## config.mk

```make
export PLATFORM = sky130hd
export DESIGN_NAME = sram_burst_master_flat
export DESIGN_NICKNAME = d
export VERILOG_FILES = /design/src/rtl/qracc_pkg.sv /design/src/rtl/sram_itf.sv /design/src/rtl/sram_burst_rd_fifo.sv /design/src/rtl/sram_burst_master.sv /design/src/flat_wrapper.sv
export SDC_FILE = /design/constraint.sdc
export NUM_CORES = 1
export LEC_CHECK = 0
export ABC_CLOCK_PERIOD_IN_PS = 2800
export CORE_ASPECT_RATIO = 1.2
export CORE_MARGIN = 4
export CORE_UTILIZATION = 40
export CTS_BUF_LIST = sky130_fd_sc_hd__clkbuf_2
export DETAILED_ROUTE_END_ITERATION = 10
export PLACE_DENSITY = 0.79
export SETUP_SLACK_MARGIN = 0.1
export SLEW_MARGIN = 0
export SYNTH_ARGS = -nofsm -noshare
export SYNTH_HDL_FRONTEND = slang
export SYNTH_SLANG_ARGS = --single-unit
```

## constraint.sdc

```tcl
create_clock -name clk -period 2.8 [get_ports clk]
set_input_delay 0.7 -clock clk [delete_from_list [all_inputs] [get_ports clk]]
set_output_delay 0.7 -clock clk [all_outputs]
set_load 0.02 [all_outputs]
```

## src/rtl/qracc_pkg.sv

```systemverilog
// rtl/qracc_pkg.sv - shared types and helpers for the QRAcc SRAM request path
package qracc_pkg;

  typedef enum logic [1:0] {SB_IDLE, SB_WRITE, SB_READ, SB_DRAIN} sram_burst_state_t;

  function automatic logic [31:0] sat_inc32(input logic [31:0] v);
    return (v == 32'hFFFF_FFFF) ? v : v + 32'd1;
  endfunction

endpackage

```

## src/rtl/sram_itf.sv

```systemverilog
// rtl/sram_itf.sv - SRAM digital interface; signal suffixes are from the slave's point of view
interface sram_itf #(
  parameter int numRows = 128,
  parameter int numCols = 32
) ();
  localparam int AW = $clog2(numRows);

  logic               rq_wr_i;
  logic               rq_valid_i;
  logic [numCols-1:0] wr_data_i;
  logic [AW-1:0]      addr_i;
  logic               rq_ready_o;
  logic               rd_valid_o;
  logic [numCols-1:0] rd_data_o;

  modport master (
    output rq_wr_i, rq_valid_i, wr_data_i, addr_i,
    input  rq_ready_o, rd_valid_o, rd_data_o
  );

  modport slave (
    input  rq_wr_i, rq_valid_i, wr_data_i, addr_i,
    output rq_ready_o, rd_valid_o, rd_data_o
  );
endinterface

```

## src/rtl/sram_burst_rd_fifo.sv

```systemverilog
// rtl/sram_burst_rd_fifo.sv - read-return FIFO; the producer guarantees it never pushes when full
module sram_burst_rd_fifo #(
  parameter int WIDTH = 32,
  parameter int DEPTH = 4
) (
  input  logic                     clk,
  input  logic                     nrst,
  input  logic                     s_tvalid_i,
  input  logic [WIDTH-1:0]         s_tdata_i,
  output logic                     m_tvalid_o,
  input  logic                     m_tready_i,
  output logic [WIDTH-1:0]         m_tdata_o,
  output logic [$clog2(DEPTH):0]   count_o
);
  localparam int PW = $clog2(DEPTH);
  localparam int CW = PW + 1;

  logic [WIDTH-1:0] mem_q [DEPTH];
  logic [PW-1:0]    wr_ptr_q, rd_ptr_q;
  logic [CW-1:0]    count_q;
  logic             push, pop;

  assign push       = s_tvalid_i;
  assign pop        = m_tvalid_o & m_tready_i;
  assign m_tvalid_o = (count_q != '0);
  assign m_tdata_o  = mem_q[rd_ptr_q];
  assign count_o    = count_q;

  always_ff @(posedge clk) begin
    if (push) mem_q[wr_ptr_q] <= s_tdata_i;
  end

  // Pointers wrap naturally because DEPTH is a power of two.
  always_ff @(posedge clk or negedge nrst) begin
    if (!nrst) begin
      wr_ptr_q <= '0;
      rd_ptr_q <= '0;
      count_q  <= '0;
    end else begin
      if (push) wr_ptr_q <= wr_ptr_q + PW'(1);
      if (pop)  rd_ptr_q <= rd_ptr_q + PW'(1);
      count_q <= count_q + CW'(push) - CW'(pop);
    end
  end
endmodule

```

## src/rtl/sram_burst_master.sv

```systemverilog
// rtl/sram_burst_master.sv - burst request engine for the SRAM interface
// Optional stall/word statistics outputs are built when SRAM_BURST_STATS_EN is defined.
module sram_burst_master
  import qracc_pkg::*;
#(
  parameter int numRows     = 128,
  parameter int numCols     = 32,
  parameter int rdFifoDepth = 4,
  localparam int AW         = $clog2(numRows)
) (
  input  logic               clk,
  input  logic               nrst,
  input  logic               cmd_valid_i,
  output logic               cmd_ready_o,
  input  logic               cmd_wr_i,
  input  logic [AW-1:0]      cmd_addr_i,
  input  logic [AW:0]        cmd_len_i,
  input  logic               wdata_valid_i,
  output logic               wdata_ready_o,
  input  logic [numCols-1:0] wdata_i,
  output logic               rdata_valid_o,
  input  logic               rdata_ready_i,
  output logic [numCols-1:0] rdata_o,
  output logic               busy_o,
  output logic               done_o,
  output logic               err_o,
`ifdef SRAM_BURST_STATS_EN
  output logic [31:0]        stall_cycles_o,
  output logic [31:0]        words_o,
`endif
  sram_itf.master            sram
);
  localparam int CW = $clog2(rdFifoDepth) + 1;

  sram_burst_state_t state_q, state_d;
  logic [AW-1:0] base_q, base_d;
  logic [AW:0]   len_q, len_d, issue_q, issue_d, recv_q, recv_d;
  logic [CW-1:0] out_q, out_d, fifo_count;
  logic          done_q, done_d, err_q, err_d;
  logic          rq_hs, rd_push, spurious, credit_ok;

  assign cmd_ready_o = (state_q == SB_IDLE);
  assign busy_o      = (state_q != SB_IDLE);
  assign done_o      = done_q;
  assign err_o       = err_q;
  assign sram.addr_i = base_q + issue_q[AW-1:0];

  // Requests in flight plus words parked in the FIFO may never exceed its depth.
  assign credit_ok = ({1'b0, out_q} + {1'b0, fifo_count}) < (CW+1)'(rdFifoDepth);
  assign rq_hs     = sram.rq_valid_i & sram.rq_ready_o;
  assign spurious  = sram.rd_valid_o & (out_q == '0);
  assign rd_push   = sram.rd_valid_o & ~spurious;

  always_comb begin
    sram.rq_valid_i = 1'b0;
    sram.rq_wr_i    = 1'b0;
    sram.wr_data_i  = '0;
    wdata_ready_o   = 1'b0;
    case (state_q)
      SB_WRITE: begin
        sram.rq_valid_i = wdata_valid_i;
        sram.rq_wr_i    = 1'b1;
        sram.wr_data_i  = wdata_i;
        wdata_ready_o   = sram.rq_ready_o;
      end
      SB_READ:  sram.rq_valid_i = credit_ok;
      default:  ;
    endcase
  end

  always_comb begin
    state_d = state_q;
    base_d  = base_q;
    len_d   = len_q;
    issue_d = rq_hs ? issue_q + (AW+1)'(1) : issue_q;
    recv_d  = rd_push ? recv_q + (AW+1)'(1) : recv_q;
    out_d   = out_q + CW'(rq_hs & ~sram.rq_wr_i) - CW'(rd_push);
    err_d   = err_q | spurious;
    done_d  = 1'b0;
    case (state_q)
      SB_IDLE: begin
        if (cmd_valid_i) begin
          base_d  = cmd_addr_i;
          len_d   = cmd_len_i;
          issue_d = '0;
          recv_d  = '0;
          if (cmd_len_i == '0) done_d = 1'b1;
          else if (cmd_wr_i)   state_d = SB_WRITE;
          else                 state_d = SB_READ;
        end
      end
      SB_WRITE: begin
        if (rq_hs && issue_d == len_q) begin
          state_d = SB_IDLE;
          done_d  = 1'b1;
        end
      end
      SB_READ: begin
        if (issue_d == len_q) begin
          if (recv_d == len_q) begin
            state_d = SB_IDLE;
            done_d  = 1'b1;
          end else begin
            state_d = SB_DRAIN;
          end
        end
      end
      SB_DRAIN: begin
        if (recv_d == len_q) begin
          state_d = SB_IDLE;
          done_d  = 1'b1;
        end
      end
      default: state_d = SB_IDLE;
    endcase
  end

  always_ff @(posedge clk or negedge nrst) begin
    if (!nrst) begin
      state_q <= SB_IDLE;
      base_q  <= '0;
      len_q   <= '0;
      issue_q <= '0;
      recv_q  <= '0;
      out_q   <= '0;
      done_q  <= 1'b0;
      err_q   <= 1'b0;
    end else begin
      state_q <= state_d;
      base_q  <= base_d;
      len_q   <= len_d;
      issue_q <= issue_d;
      recv_q  <= recv_d;
      out_q   <= out_d;
      done_q  <= done_d;
      err_q   <= err_d;
    end
  end

  sram_burst_rd_fifo #(
    .WIDTH (numCols),
    .DEPTH (rdFifoDepth)
  ) u_rd_fifo (
    .clk        (clk),
    .nrst       (nrst),
    .s_tvalid_i (rd_push),
    .s_tdata_i  (sram.rd_data_o),
    .m_tvalid_o (rdata_valid_o),
    .m_tready_i (rdata_ready_i),
    .m_tdata_o  (rdata_o),
    .count_o    (fifo_count)
  );

`ifdef SRAM_BURST_STATS_EN
  logic [31:0] stall_q, words_q;

  assign stall_cycles_o = stall_q;
  assign words_o        = words_q;

  always_ff @(posedge clk or negedge nrst) begin
    if (!nrst) begin
      stall_q <= '0;
      words_q <= '0;
    end else begin
      if (sram.rq_valid_i && !sram.rq_ready_o) stall_q <= sat_inc32(stall_q);
      if ((rq_hs && sram.rq_wr_i) || rd_push)  words_q <= sat_inc32(words_q);
    end
  end
`endif
endmodule
```

## src/flat_wrapper.sv

```systemverilog
// flat-port wrapper written by rule: the top's interface ports become plain ports
module sram_burst_master_flat import qracc_pkg::*;
#(
  parameter int numRows     = 128,
  parameter int numCols     = 32,
  parameter int rdFifoDepth = 4,
  localparam int AW         = $clog2(numRows)
)
  (clk, nrst, cmd_valid_i, cmd_ready_o, cmd_wr_i, cmd_addr_i, cmd_len_i, wdata_valid_i, wdata_ready_o, wdata_i, rdata_valid_o, rdata_ready_i, rdata_o, busy_o, done_o, err_o, sram_rq_wr_i, sram_rq_valid_i, sram_wr_data_i, sram_addr_i, sram_rq_ready_o, sram_rd_valid_o, sram_rd_data_o);
  sram_itf #(.numRows(numRows), .numCols(numCols)) sram_i ();
  input  logic clk;
  input  logic nrst;
  input  logic cmd_valid_i;
  output logic cmd_ready_o;
  input  logic cmd_wr_i;
  input  logic [AW-1:0] cmd_addr_i;
  input  logic [AW:0] cmd_len_i;
  input  logic wdata_valid_i;
  output logic wdata_ready_o;
  input  logic [numCols-1:0] wdata_i;
  output logic rdata_valid_o;
  input  logic rdata_ready_i;
  output logic [numCols-1:0] rdata_o;
  output logic busy_o;
  output logic done_o;
  output logic err_o;
  output wire logic [$bits(sram_i.rq_wr_i)-1:0] sram_rq_wr_i;
  output wire logic [$bits(sram_i.rq_valid_i)-1:0] sram_rq_valid_i;
  output wire logic [$bits(sram_i.wr_data_i)-1:0] sram_wr_data_i;
  output wire logic [$bits(sram_i.addr_i)-1:0] sram_addr_i;
  input wire logic [$bits(sram_i.rq_ready_o)-1:0] sram_rq_ready_o;
  input wire logic [$bits(sram_i.rd_valid_o)-1:0] sram_rd_valid_o;
  input wire logic [$bits(sram_i.rd_data_o)-1:0] sram_rd_data_o;
  assign sram_rq_wr_i = sram_i.rq_wr_i;
  assign sram_rq_valid_i = sram_i.rq_valid_i;
  assign sram_wr_data_i = sram_i.wr_data_i;
  assign sram_addr_i = sram_i.addr_i;
  assign sram_i.rq_ready_o = sram_rq_ready_o;
  assign sram_i.rd_valid_o = sram_rd_valid_o;
  assign sram_i.rd_data_o = sram_rd_data_o;
  sram_burst_master #(.numRows(numRows), .numCols(numCols), .rdFifoDepth(rdFifoDepth)) u_core (.clk(clk), .nrst(nrst), .cmd_valid_i(cmd_valid_i), .cmd_ready_o(cmd_ready_o), .cmd_wr_i(cmd_wr_i), .cmd_addr_i(cmd_addr_i), .cmd_len_i(cmd_len_i), .wdata_valid_i(wdata_valid_i), .wdata_ready_o(wdata_ready_o), .wdata_i(wdata_i), .rdata_valid_o(rdata_valid_o), .rdata_ready_i(rdata_ready_i), .rdata_o(rdata_o), .busy_o(busy_o), .done_o(done_o), .err_o(err_o), .sram(sram_i));
endmodule
```

Yosys cells after proc, flatten, opt, wreduce, memory -nomap -nowiden

Memory sizes are Yosys's and may differ from the RTL's.
Cells that the tools add are included.

Memories kept: 1
Memory bits (writable): 128
Output and inout port bits: 79
Logic and storage cells: 75
Input port bits: 87
Register bits after elaboration: 45

Bitwise logic cells: 8
Equality and inequality tests: 10
Reductions and logical operators: 8
Add/sub/neg operators: 10
$lt $le $gt $ge: 1
Mux-type cells: 26

Memory list:

| name                   | depth | width | read ports | clocked after memory_dff | wr ports | RTL line                 | RTL |
|---|---|---|---|---|---|---|---|
| u_core.u_rd_fifo.mem_q | 4     | 32    | 1          | 0                        | 1        | sram_burst_rd_fifo.sv:18 | `logic [WIDTH-1:0] mem_q [DEPTH];` |

Operator list:

| kind                                                                          | count |
|---|---|
| 8-bit 2-to-1 mux                                                              | 6 |
| 32-bit 2-to-1 mux                                                             | 1 |
| 8-bit by 1-bit adder with 8-bit output (second input constant)                | 2 |
| 8-bit == test                                                                 | 2 |
| 2-bit 2-to-1 mux                                                              | 7 |
| 1-bit 2-to-1 mux                                                              | 9 |
| 8-bit logical NOT                                                             | 1 |
| 2-bit one-hot mux with 4 select lines                                         | 1 |
| 7-bit adder                                                                   | 1 |
| 2-bit by 1-bit inequality test with 1-bit output (second input constant)      | 3 |
| 3-bit by 1-bit subtractor with 3-bit output                                   | 2 |
| 5-bit AND reduction                                                           | 1 |
| 2-bit by 1-bit adder with 2-bit output (second input constant)                | 2 |
| 3-bit by 3-bit adder with 4-bit output                                        | 1 |
| 1-bit bitwise AND                                                             | 4 |
| 2-bit == test (second input constant)                                         | 2 |
| 4-bit by 3-bit less-than comparator with 1-bit output (second input constant) | 1 |
| 2-bit inequality test (second input constant)                                 | 2 |
| 1-bit one-hot mux with 4 select lines                                         | 1 |
| 3-bit by 1-bit adder with 3-bit output                                        | 1 |
| 3-bit adder                                                                   | 1 |
| 1-bit by 3-bit bitwise AND with 3-bit output                                  | 1 |
| 3-bit logical NOT                                                             | 1 |
| 1-bit inverter with 3-bit output                                              | 1 |
| other kinds (9)                                                               | 9 |

Logic depth before layout (Yosys ltp)

Gate-level depths: netlist of the first run.

Depth after elaboration: 9
Depth in mapped cells: 11
Gate-level depth less buffers: 11

Hierarchy

From an unflattened synthesis of the first run, not the netlist that was laid out.

Cells, all modules: 482
Area, all modules: 7764.9 um2

By module, submodules not included:

| module             | area an instance (um2) | cells an instance | instances | sequential area each (um2) |
|---|---|---|---|---|
| sram_burst_rd_fifo | 5063.6                 | 202               | 1         | 4018.9 |
| sram_burst_master  | 2701.3                 | 280               | 1         | 950.9 |

Least setup slack after synthesis of the first run

No wires, ideal clock.

Kind: flip-flop to flip-flop
From: register u_core.out_q[2]
To: register u_core.state_q[1]
Arrival: 2638 ps
Required time: 2675 ps
Cell stages (with the launch flop): 10
Clock period less this slack: 2763 ps
Library setup time: 125 ps
Slack: 37 ps
Buffers on the path: 0
Cells stage by stage: dfrtp_1 ha_1 nor4b_1 a22o_1 nand2_1 mux2i_1 o2111ai_1 nor3_1 o31ai_1 mux2_4

Word-level cells in the longest chain between the ends: 9
Elaborated cells on any way between the ends: 20
Those cells by class: add/sub: 1; order compare: 1; eq/ne: 5; mux: 6; bitwise: 4; reduce/logical: 3

RTL lines:

| element                                                                                               | RTL line                                          | RTL |
|---|---|---|
| start: declaration                                                                                    | sram_burst_master.sv:38                           | `logic [CW-1:0] out_q, out_d, fifo_count;` |
| start signal: assignment                                                                              | sram_burst_master.sv:134                          | `out_q <= out_d;` |
| 3-bit by 3-bit adder with 4-bit output / 3-bit logical NOT (equally long branches)                    | sram_burst_master.sv:49, sram_burst_master.sv:51  |  |
| 4-bit by 3-bit less-than comparator with 1-bit output / 1-bit bitwise AND (equally long branches)     | sram_burst_master.sv:49, sram_burst_master.sv:51  |  |
| 1-bit one-hot mux with 2 select lines / 1-bit inverter (equally long branches)                        | sram_burst_master.sv:59, sram_burst_master.sv:52  |  |
| 1-bit bitwise AND (on tied branches)                                                                  | sram_burst_master.sv:50, sram_burst_master.sv:52  |  |
| 8-bit 2-to-1 mux (on tied branches)                                                                   | sram_burst_master.sv:75, sram_burst_master.sv:76  |  |
| 8-bit == test (on tied branches)                                                                      | n/a                                               |  |
| 1-bit logical AND / 2-bit 2-to-1 mux (equally long branches)                                          | sram_burst_master.sv:93, sram_burst_master.sv:100 |  |
| 2-bit by 1-bit inequality test with 1-bit output (no line) / 2-bit 2-to-1 mux (equally long branches) | n/a                                               |  |
| 5-bit AND reduction (no line) / 2-bit one-hot mux with 4 select lines (equally long branches)         | n/a                                               |  |
| end signal: assignment                                                                                | sram_burst_master.sv:129                          | `state_q <= state_d;` |
| end: declaration                                                                                      | sram_burst_master.sv:35                           | `sram_burst_state_t state_q, state_d;` |

Parallel ways exist; a longest one is shown, timed or not. The select of a mux whose other input is x is not followed.
A chain may end at the register's enable or synchronous reset.

Worst setup path after layout of the first run

From: register u_core.base_q[0]
To: output port sram_addr_i[6]

Word-level cells in the longest chain between the ends: 1

RTL lines:

| element                  | RTL line                 | RTL |
|---|---|---|
| start: declaration       | sram_burst_master.sv:36  | `logic [AW-1:0] base_q, base_d;` |
| start signal: assignment | sram_burst_master.sv:130 | `base_q <= base_d;` |
| 7-bit adder              | sram_burst_master.sv:46  | `assign sram.addr_i = base_q + issue_q[AW-1:0];` |
| end: declaration         | flat_wrapper.sv:30       | `output wire logic [$bits(sram_i.addr_i)-1:0] sram_addr_i;` |

Every way passes these cells.

==> results.json, run 1 <==
{
  "chipHeight_um": 160.1,
  "critPathLaunchType": "flop",
  "cts.htree.levels": 4,
  "synth-simple-area-share_pct": 10.18,
  "yosys-mux-area-fraction_pct": 9.796,
  "yosys.area_share.adder_pct": 4.509,
  "cts_buffers": 17,
  "gp_congestion": 0.8638,
  "syn_inst": 510,
  "drtIter0Drc": 370,
  "tightest_slew_ns": 0.6514,
  "grt_max_degree": 33,
  "criticalPathCategory": "reg2out",
  "syn2layout_area_growth_pct": 49.43,
  "setup_violations": 49,
  "synth_fp_nets": 623,
  "core_um2": 18920,
  "drive_gt1_share_pct": 43.09,
  "min_from": "cmd_addr_i[5]",
  "port_buffers": 165,
  "ys_ff_latch": 173,
  "worstPathMaxFanout": 2,
  "grt-ovfl-total": 0,
  "cts_tree": "built",
  "synthesis.area_um2": 7715,
  "post-route-util_pct": 60.92,
  "final.min_clock_period_ns": 3.350,
  "hold_violations": 0,
  "required_ns": 2.10,
  "fin_crit_sh_pct": 119.6,
  "postRouteAntennaNets": 0,
  "critPathMaxStageDelay_ns": 0.43,
  "cp.arrival_ns": 2.65,
  "drv_cap": 0,
  "yosysWarnings": 0,
  "vias_per_cell": 5.168,
  "power_frac_comb_pct": 57.6,
  "fin_skew_ns": 0.04216,
  "wirelength_um": 21690,
  "critPathCaptureType": "output port",
  "setup_total_negative_slack_ns": -5.512,
  "synth_compound_area_share_pct": 2.789,
  "finalWorstSetupSlack_ns": -0.5500,
  "critPathLaunch": "u_core.base_q[0]",
  "swShare_pct": 37.65,
  "power.leakage_nw": 4.599,
  "power_w": 0.01184,
  "first_pass_iters": 5,
  "nets": 896,
  "p_per_area_nw_per_um2": 1027,
  "vias": 5442,
  "grt_util_all_layers_pct": 19.51,
  "clockPowerShare_pct": 10.6,
  "cpMaxStageDelayCell": "dfrtp_1",
  "status": "finished with violations",
  "ys_types": 45,
  "synth_top_family_by_area": "simple AND/OR/NAND/NOR gates",
  "p_switching_w": 0.004459,
  "r2r-start": "u_core.state_q[0]",
  "dp_hpwl_um": 13100,
  "grt_pass1_wl_um": 32770,
  "slew_violations": 0,
  "dieArea_um2": 21580,
  "fmax_mhz": 298.5,
  "reg2reg_depth": 12,
  "cts_root_buffer": "clkbuf_2",
  "clkLatencyLatePin_ns": 0.72,
  "yosysSeqAreaShare_pct": 64.42,
  "min_path_cells": 3,
  "clkSinkCount": 173,
  "clk_pin_slew_ns": 0.27,
  "final_cell_mix": "edfxtp_1 (128), buf_6 (100), clkdlybuf4s50_1 (87)",
  "syn_avg_cell_area_um2": 15.13,
  "io_pins": 166,
  "crit_chain": "ha_2, inv_2, fa_2, inv_2, a21o_1, a21oi_2, o21bai_1, a21oi_2, xnor2_1, buf_4",
  "rows": 55,
  "p_seq_share_pct": 31.8,
  "layout_commonest_cell": "edfxtp_1",
  "worstHoldPathType": "in2reg",
  "violations": "setup timing",
  "grt_pass1_vias": 6002,
  "drc": 0,
  "whs_ns": 0.4695,
  "power.internal_w": 0.007384,
  "initial_core_util_pct": 40.77,
  "clk_path_buf_depth": 2,
  "yosys.area_share.xor_xnor_pct": 6.130,
  "rsz0062_at_grt": "true",
  "slew_headroom_pct": 56.57,
  "ir_drop_uv": 695.8,
  "die_w_um": 134.8,
  "antenna_found_initial": 1,
  "routedWlPerCell_um": 20.60
}
## final cells by class
type | instances | area [um2]
Clock inverter | 14 | 132.6
Antenna cell | 1 | 2.502
Sequential cell | 173 | 4972
Inverter | 24 | 92.59
Multi-Input combinational cell | 293 | 3004
Clock buffer | 18 | 90.09
Tap cell | 256 | 320.3
Fill cell | 1350 | 7396
Timing Repair Buffer | 274 | 2914
## logic make-up after synthesis
kind of cell / count (synthesis)
DFF: 173
buffers and inverters: 44
adders and majority gates: 26
and+or+nand+nor: 157
AOI/OAI and AO/OA: 30
muxes: 35
xor gates and xnor gates: 45
## metal layers
layer / vias up / part of all wire [%] / track usage [%]
met3: 34 / 7.2 / 5.797
li1: 2401 / - / -
met5: - / 0 / 0
met4: 0 / 2.4 / 6.019
met2: 290 / 54 / 35.12
met1: 2717 / 36 / 22.14
## final timing paths
check / to / slack, ns
setup / recovery: sram_addr_i[6] / -0.55
hold / removal: u_core.base_q[5] / 0.47
setup reg to reg: u_core.state_q[1] / 0.01
hold reg to reg: u_core.base_q[5] / 0.53
max in group asynchronous: u_core.out_q[1] / 1.57
min in group asynchronous: u_core.base_q[3] / 0.49
## power by group through the flow
stage,registers (W),clock network [W],logic [W]
after floorplan,0.00368,0,0.00290
after global placement,0.00376,0,0.00486
after detailed placement,0.00382,0,0.00499
after CTS,0.00374,0.00128,0.00631
after global routing,0.00382,0.00144,0.00724
final,0.00377,0.00125,0.00682
## Yosys cell counts
cell / count / area [um2]
a21o_1: 3 / 22.52
a21oi_1: 7 / 35.03
a21oi_2: 1 / 8.760
a22o_1: 1 / 8.760
a22oi_1: 2 / 15.01
a311o_1: 2 / 20.02
a31oi_1: 2 / 12.51
and2_1: 40 / 250.2
and3_1: 3 / 18.77
and4_1: 1 / 8.760
buf_1: 3 / 11.26
clkbuf_1: 17 / 63.81
dfrtp_1: 45 / 1126
edfxtp_1: 128 / 3844
fa_1: 3 / 60.06
ha_1: 23 / 287.8
inv_1: 23 / 86.33
inv_4: 1 / 6.260
mux2_4: 1 / 15.01
mux2i_1: 2 / 20.02
mux4_2: 32 / 720.7
nand2_1: 59 / 221.5
nand2b_1: 1 / 6.260
nand3_1: 7 / 35.03
nand3b_1: 1 / 7.510
nand4_1: 4 / 25.02
nand4_2: 1 / 12.51
nor2_1: 23 / 86.33
nor3_1: 6 / 30.03
nor4_1: 4 / 25.02
nor4b_1: 3 / 26.28
o2111ai_1: 1 / 8.760
o21ai_0: 4 / 20.02
o21ai_1: 1 / 5.000
o21bai_1: 2 / 15.01
o31ai_1: 3 / 22.52
o31ai_4: 1 / 21.27
or3_1: 2 / 12.51
or3b_2: 1 / 8.760
or4_4: 1 / 11.26
xnor2_1: 27 / 236.5
xnor3_1: 3 / 67.56
xor2_1: 12 / 105.1
xor2_2: 1 / 16.27
xor3_1: 2 / 47.55
## registers in the layout (all words and copies together) (netlist names)
| name | count |
|---|---|
| u_core.u_rd_fifo.mem_q | 128 |
| u_core.issue_q | 8 |
| u_core.len_q | 8 |
| u_core.recv_q | 8 |
| u_core.base_q | 7 |
| u_core.out_q | 3 |
| u_core.u_rd_fifo.count_o | 3 |
| u_core.state_q | 2 |
| u_core.u_rd_fifo.rd_ptr_q | 2 |
| u_core.u_rd_fifo.wr_ptr_q | 2 |
| u_core.done_o | 1 |
| u_core.err_o | 1 |
## metrics by stage
stage | instance area [um2] | std cells | setup slack, ns
floorplan | 7726 | 510 | 0.1601
global placement | 10080 | 960 | -0.3665
detailed placement | 10080 | 960 | -0.5166
CTS | 11170 | 1036 | -0.6250
global route | 11530 | 1053 | -0.7378
finish | 11530 | 1053 | -0.5500
## critical path: cells and delay by family (launching register included)
family | cells | cell delay, ns
compound gates | 4 | 0.48
xor+xnor | 1 | 0.19
fa+ha+maj | 2 | 0.55
buf+inv | 3 | 0.28
flops | 1 | 0.43
## what timing repair did
item	4_1_cts	5_1_grt
hold endpoints to repair	28	0
hold buffers	1	0
setup endpoints to repair	81	81
buffers inserted	40	25
pin swaps	26	32
cloned	5	0
gates resized for setup	534	72
Note: power is estimated with default switching activity, not from simulation.
==> inputs of run 2 (changes only) <==
CORE_ASPECT_RATIO = unset   (was 1.2)
==> run 2 against run 1 <==
  * The run still ends with setup timing left
  * Sequential share of layout area rose by 0.78 points
  * Register-to-register slack got worse by 0.09 ns
  * Fmax up 3.6%
  * Sequential cell count stayed put
  * Count of clock-buffer cells in the layout is 1 lower
  * Combinational power down 6.5%
  * Via count down 5.3%
  * Sequential power about the same
  * Largest cell class unchanged
==> results.json, run 2 (synthesis results as in run 1) <==
{
  "antennaDiodeCount": 0,
  "drc": 0,
  "clockPowerShare_pct": 10.9,
  "cts_root_buffer": "clkbuf_2",
  "postRouteAntennaNets": 0,
  "cpLargestDelayFamily": "compound AO/OA/AOI/OAI gates",
  "core_um2": 18830,
  "cts_tree": "built",
  "swShare_pct": 37.34,
  "cpMaxStageDelayCell": "dfrtp_1",
  "worstHoldPathType": "in2reg",
  "grt_util_all_layers_pct": 16.63,
  "required_ns": 2.10,
  "finalWorstSetupSlack_ns": -0.4325,
  "nets": 878,
  "cp_common_cell": "inv_2",
  "drive_gt1_share_pct": 41.90,
  "hold_violations": 0,
  "clk_pin_slew_ns": 0.30,
  "p_per_area_nw_per_um2": 1003,
  "dp_slack_ns": -0.4511,
  "io_pins": 166,
  "gp_congestion": 0.8495,
  "status": "finished with violations",
  "crit_chain": "ha_4, inv_2, fa_2, inv_2, a21o_1, a21oi_2, o21bai_1, a21oi_1, xnor2_1, buf_4",
  "p_switching_w": 0.004242,
  "post-route-util_pct": 60.14,
  "cts_buffers": 17,
  "slew_headroom_pct": 60.23,
  "drtIter0Drc": 255,
  "dp_hpwl_um": 11820,
  "whs_ns": 0.4485,
  "critPathLaunchType": "flop",
  "tightest_slew_ns": 0.5966,
  "grt-ovfl-total": 0,
  "violations": "setup timing",
  "rows": 50,
  "critPathCaptureType": "output port",
  "worstPathMaxFanout": 2,
  "power_w": 0.01136,
  "grt_max_degree": 46,
  "slew_violations": 0,
  "top_register": "u_core.u_rd_fifo.mem_q",
  "fin_crit_sh_pct": 115.4,
  "vias": 5156,
  "dieArea_um2": 21570,
  "drv_cap": 0,
  "power.leakage_nw": 4.477,
  "port_buffers": 165,
  "vias_per_cell": 4.967,
  "power.internal_w": 0.007119,
  "chipHeight_um": 146.9,
  "die_w_um": 146.9,
  "final.min_clock_period_ns": 3.232,
  "layout_commonest_cell": "edfxtp_1",
  "setup_total_negative_slack_ns": -3.066,
  "power_frac_comb_pct": 56.2,
  "clkLatencyLatePin_ns": 0.73,
  "final_cell_mix": "edfxtp_1 (128), buf_6 (95), clkdlybuf4s50_1 (87)",
  "criticalPathCategory": "reg2out",
  "fmax_mhz": 309.4,
  "grt_pass1_vias": 5517,
  "largest_reg_flops": 128,
  "grt_pass1_wl_um": 28440,
  "initial_core_util_pct": 40.97,
  "routedWlPerCell_um": 17.48,
  "critPathMaxStageDelay_ns": 0.48,
  "fin_skew_ns": 0.04087,
  "n_fill_cell": 1342,
  "cp.arrival_ns": 2.53,
  "antenna_found_initial": 0,
  "cts.htree.levels": 4,
  "clk_path_buf_depth": 2,
  "syn2layout_area_growth_pct": 46.79,
  "first_pass_iters": 5,
  "clkSinkCount": 173,
  "rsz0062_at_grt": "true",
  "wirelength_um": 18150,
  "ir_drop_uv": 642.6,
  "setup_violations": 33,
  "critPathBufInv": 3,
  "p_seq_share_pct": 32.9
}
## run 2: cell types whose count changed in the layout (fill, tap and decap cells not counted), moves of 2 or more
cell | previous run | this run
buf_4 | 60 | 50
o21ai_2 | 0 | 2
inv_8 | 2 | 7
ha_2 | 3 | 1
buf_16 | 3 | 1
clkinvlp_4 | 0 | 2
clkinv_2 | 3 | 0
inv_6 | 5 | 2
ha_1 | 13 | 16
clkbuf_16 | 0 | 2
buf_6 | 100 | 95
## run 2: final timing paths
path / cells after the start / end / slack (ns) / from
worst max-delay path: 10 / sram_addr_i[6] / -0.43 / u_core.base_q[0]
worst min-delay path: 3 / u_core.base_q[0] / 0.45 / cmd_addr_i[0]
worst max register to register: 14 / u_core.state_q[0] / -0.08 / u_core.state_q[1]
worst min register to register: 1 / u_core.err_o / 0.50 / u_core.err_o
max in group asynchronous: 3 / u_core.u_rd_fifo.count_o[2] / 1.80 / nrst
min in group asynchronous: 3 / u_core.issue_q[1] / 0.53 / nrst
## run 2: worst register-to-register path: stages, from the launching register on
cell and delay (ns):
dfrtp_1 0.49, buf_6 0.14, ha_4 0.15, nor4b_4 0.13, a22o_4 0.22, buf_6 0.11, buf_6 0.11, buf_8 0.13
nand4_1 0.11, xor3_1 0.29, o2111ai_4 0.17, nor3_4 0.08, o31ai_4 0.30, buf_4 0.17, mux2i_1 0.19
## run 2: power by group through the flow
stage / logic (W) / clock network [W] / registers, W
final: 0.00638 / 0.00124 / 0.00374
after global routing: 0.00680 / 0.00142 / 0.00380
after CTS: 0.00544 / 0.00130 / 0.00372
after detailed placement: 0.00492 / 0 / 0.00378
after global placement: 0.00482 / 0 / 0.00373
after floorplan: 0.00290 / 0 / 0.00368
## run 2: per-layer routing
layer  track usage [%]  vias to the layer above  part of all wire, %
li1                  -                     2368                    -
met1             20.63                     2568                   41
met2             28.85                      202                   52
met3             4.411                       18                  6.5
met4             4.610                        0                  1.2
met5                 0                        -                    0
## run 2: through the flow
step | std cells | cell area, um2
after floorplan | 510 | 7726
after global placement | 962 | 10070
after detailed placement | 962 | 10070
after CTS | 1017 | 10640
after global routing | 1038 | 11320
final | 1038 | 11320
## run 2: final cells by class
cell class              instances  area (um2)  area share, %
clock inverters                15       148.9          1.315
multi-input cells             293        2963          26.16
inverters                      24       92.59         0.8176
well taps                     260       325.3          2.873
flip-flops and latches        173        4972          43.91
clock buffers                  17       85.08         0.7513
repair buffers                256        2738          24.17
## run 2: timing repair
item | in CTS | in global routing
cloned | 2 | 2
endpoints found under the setup margin | 82 | 81
gates resized for setup | 450 | 147
setup buffers | 21 | 24
pin swaps | 28 | 26
hold buffers | 1 | 0
hold endpoints to repair | 45 | 0
==> inputs of run 3 (changes only) <==
--- a/config.mk
+++ b/config.mk
@@ -12,2 +12,3 @@
 export DETAILED_ROUTE_END_ITERATION = 10
+export HOLD_SLACK_MARGIN = 0.15
 export PLACE_DENSITY = 0.79
--- a/constraint.sdc
+++ b/constraint.sdc
@@ -3,2 +3,2 @@
 set_output_delay 0.7 -clock clk [all_outputs]
-set_load 0.02 [all_outputs]
+set_load 0.01 [all_outputs]
==> run 3 against run 2 <==
  * The run still ends with setup timing left
  * Combinational power down 7.4%
  * Sequential power about the same
  * Critical endpoint is now sram_addr_i[5]
  * Via count up 1.8%
  * Clock power about the same
  * Global-route usage up 0.63 points
==> results.json, run 3 (synthesis results as in run 1) <==
{
  "r2r-start": "u_core.state_q[0]",
  "wirelength_um": 19020,
  "ir_drop_uv": 605.6,
  "clkSinkCount": 173,
  "grt_max_degree": 33,
  "postRouteAntennaNets": 0,
  "status": "finished with violations",
  "initial_core_util_pct": 40.97,
  "multi_input_comb_area_um2": 2950,
  "clk_path_buf_depth": 2,
  "drv_cap": 0,
  "gp_congestion": 0.8535,
  "core_um2": 18830,
  "n_fill_cell": 1350,
  "criticalPathCategory": "reg2out",
  "worstHoldPathType": "in2async",
  "setup_violations": 49,
  "violations": "setup timing",
  "regArea_um2": 4971,
  "slew_headroom_pct": 61.87,
  "clk_pin_slew_ns": 0.27,
  "met2_usage_pct": 30.03,
  "dp_hpwl_um": 12230,
  "final_cell_mix": "edfxtp_1 (128), clkdlybuf4s50_1 (87), buf_6 (85)",
  "tightest_slew_ns": 0.5719,
  "whs_ns": 0.4398,
  "p_per_area_nw_per_um2": 964.2,
  "critPathLaunch": "u_core.issue_q[0]",
  "first_pass_iters": 5,
  "critPathLaunchType": "flop",
  "layout_commonest_cell": "edfxtp_1",
  "largest_reg_flops": 128,
  "met3_usage_pct": 4.473,
  "port_buffers": 165,
  "setup_total_negative_slack_ns": -5.148,
  "grt_pass1_wl_um": 29350,
  "io_pins": 166,
  "rows": 50,
  "power.leakage_nw": 4.492,
  "cts.htree.levels": 4,
  "fmax_mhz": 303.3,
  "drc": 0,
  "grt_pass1_vias": 5672,
  "slew_violations": 0,
  "die_w_um": 146.9,
  "hold_violations": 0,
  "rsz0062_at_grt": "true",
  "clkLatencyLatePin_ns": 0.74,
  "antennaDiodeCount": 0,
  "cts_tree": "built",
  "routedWlPerCell_um": 18.29,
  "final.min_clock_period_ns": 3.297,
  "chipHeight_um": 146.9,
  "fin_skew_ns": 0.03649,
  "nets": 880,
  "met1_usage_pct": 21.35,
  "cts_buffers": 17,
  "required_ns": 2.10,
  "antenna_found_initial": 0,
  "fin_crit_sh_pct": 117.8,
  "vias": 5249,
  "grt_util_all_layers_pct": 17.26,
  "critPathCaptureType": "output port",
  "drtIter0Drc": 409,
  "finalWorstSetupSlack_ns": -0.4971,
  "vias_per_cell": 5.047,
  "grt-ovfl-total": 0,
  "drive_gt1_share_pct": 41.15,
  "worstPathMaxFanout": 2,
  "top_register": "u_core.u_rd_fifo.mem_q",
  "cp.arrival_ns": 2.60,
  "busiest_layer": "met2",
  "dieArea_um2": 21570,
  "cts_root_buffer": "clkbuf_2",
  "syn2layout_area_growth_pct": 46.76
}
run 3: path summary, 6_finish.rpt:
kind	end	slack, ns	cells after the start
worst max-delay path	sram_addr_i[5]	-0.50	10
worst min-delay path	u_core.recv_q[6]	0.44	2
worst max register to register	u_core.state_q[0]	0.07	13
worst min register to register	u_core.err_o	0.49	1
max in group asynchronous	u_core.out_q[1]	1.60	3
min in group clk	u_core.base_q[0]	0.47	3
run 3: where the power goes:
group / switching [W] / internal, W / total (W)
logic: 0.00256 / 0.00335 / 0.00591
registers: 0.000344 / 0.00339 / 0.00374
clock network: 0.000920 / 0.000352 / 0.00127
run 3: routing by layer:
metal  routed length (um)  part of all wire [%]
met5                    0                     0
met4                  296                   1.6
met3                 1298                   6.8
met2                 9869                    52
met1                 7552                    40
run 3: cell type report:
class	count	area share, %
sequential	173	43.91
tap	260	2.873
multi-input combinational	293	26.06
clock buffer	17	0.7515
timing repair buffer	258	24.25
inverter	24	0.8178
clock inverter	15	1.348
run 3: repair_timing:
action / CTS / global route
gates resized for setup: 417 / 87
endpoints found under the setup margin: 80 / 80
endpoints found under the hold margin: 24 / 0
hold buffers: 1 / 0
setup buffers: 27 / 21
pin swaps: 23 / 25
cloned: 6 / 2
run 3: worst max-delay path: stages (launching register included):
cell      delay [ns]
dfrtp_1         0.46
ha_2            0.20
buf_4           0.13
buf_4           0.12
buf_6           0.10
a21o_1          0.16
a21oi_2         0.15
o21bai_1        0.10
a21oi_2         0.16
xnor2_1         0.13
buf_2           0.16
run 3: per-stage QoR:
stage	total power [W]	std cells	setup WS [ns]	util, %	area [um2]
6_report	0.01092	1040	-0.4971	60.13	11320
5_1_grt	0.01155	1040	-0.7186	60.13	11320
4_1_cts	0.01036	1025	-0.5265	57.63	10850
3_5_place_dp	0.008270	961	-0.4740	53.44	10060
3_3_place_gp	0.008108	961	-0.3286	53.44	10060
2_1_floorplan	0.006162	510	0.1601	-	7726
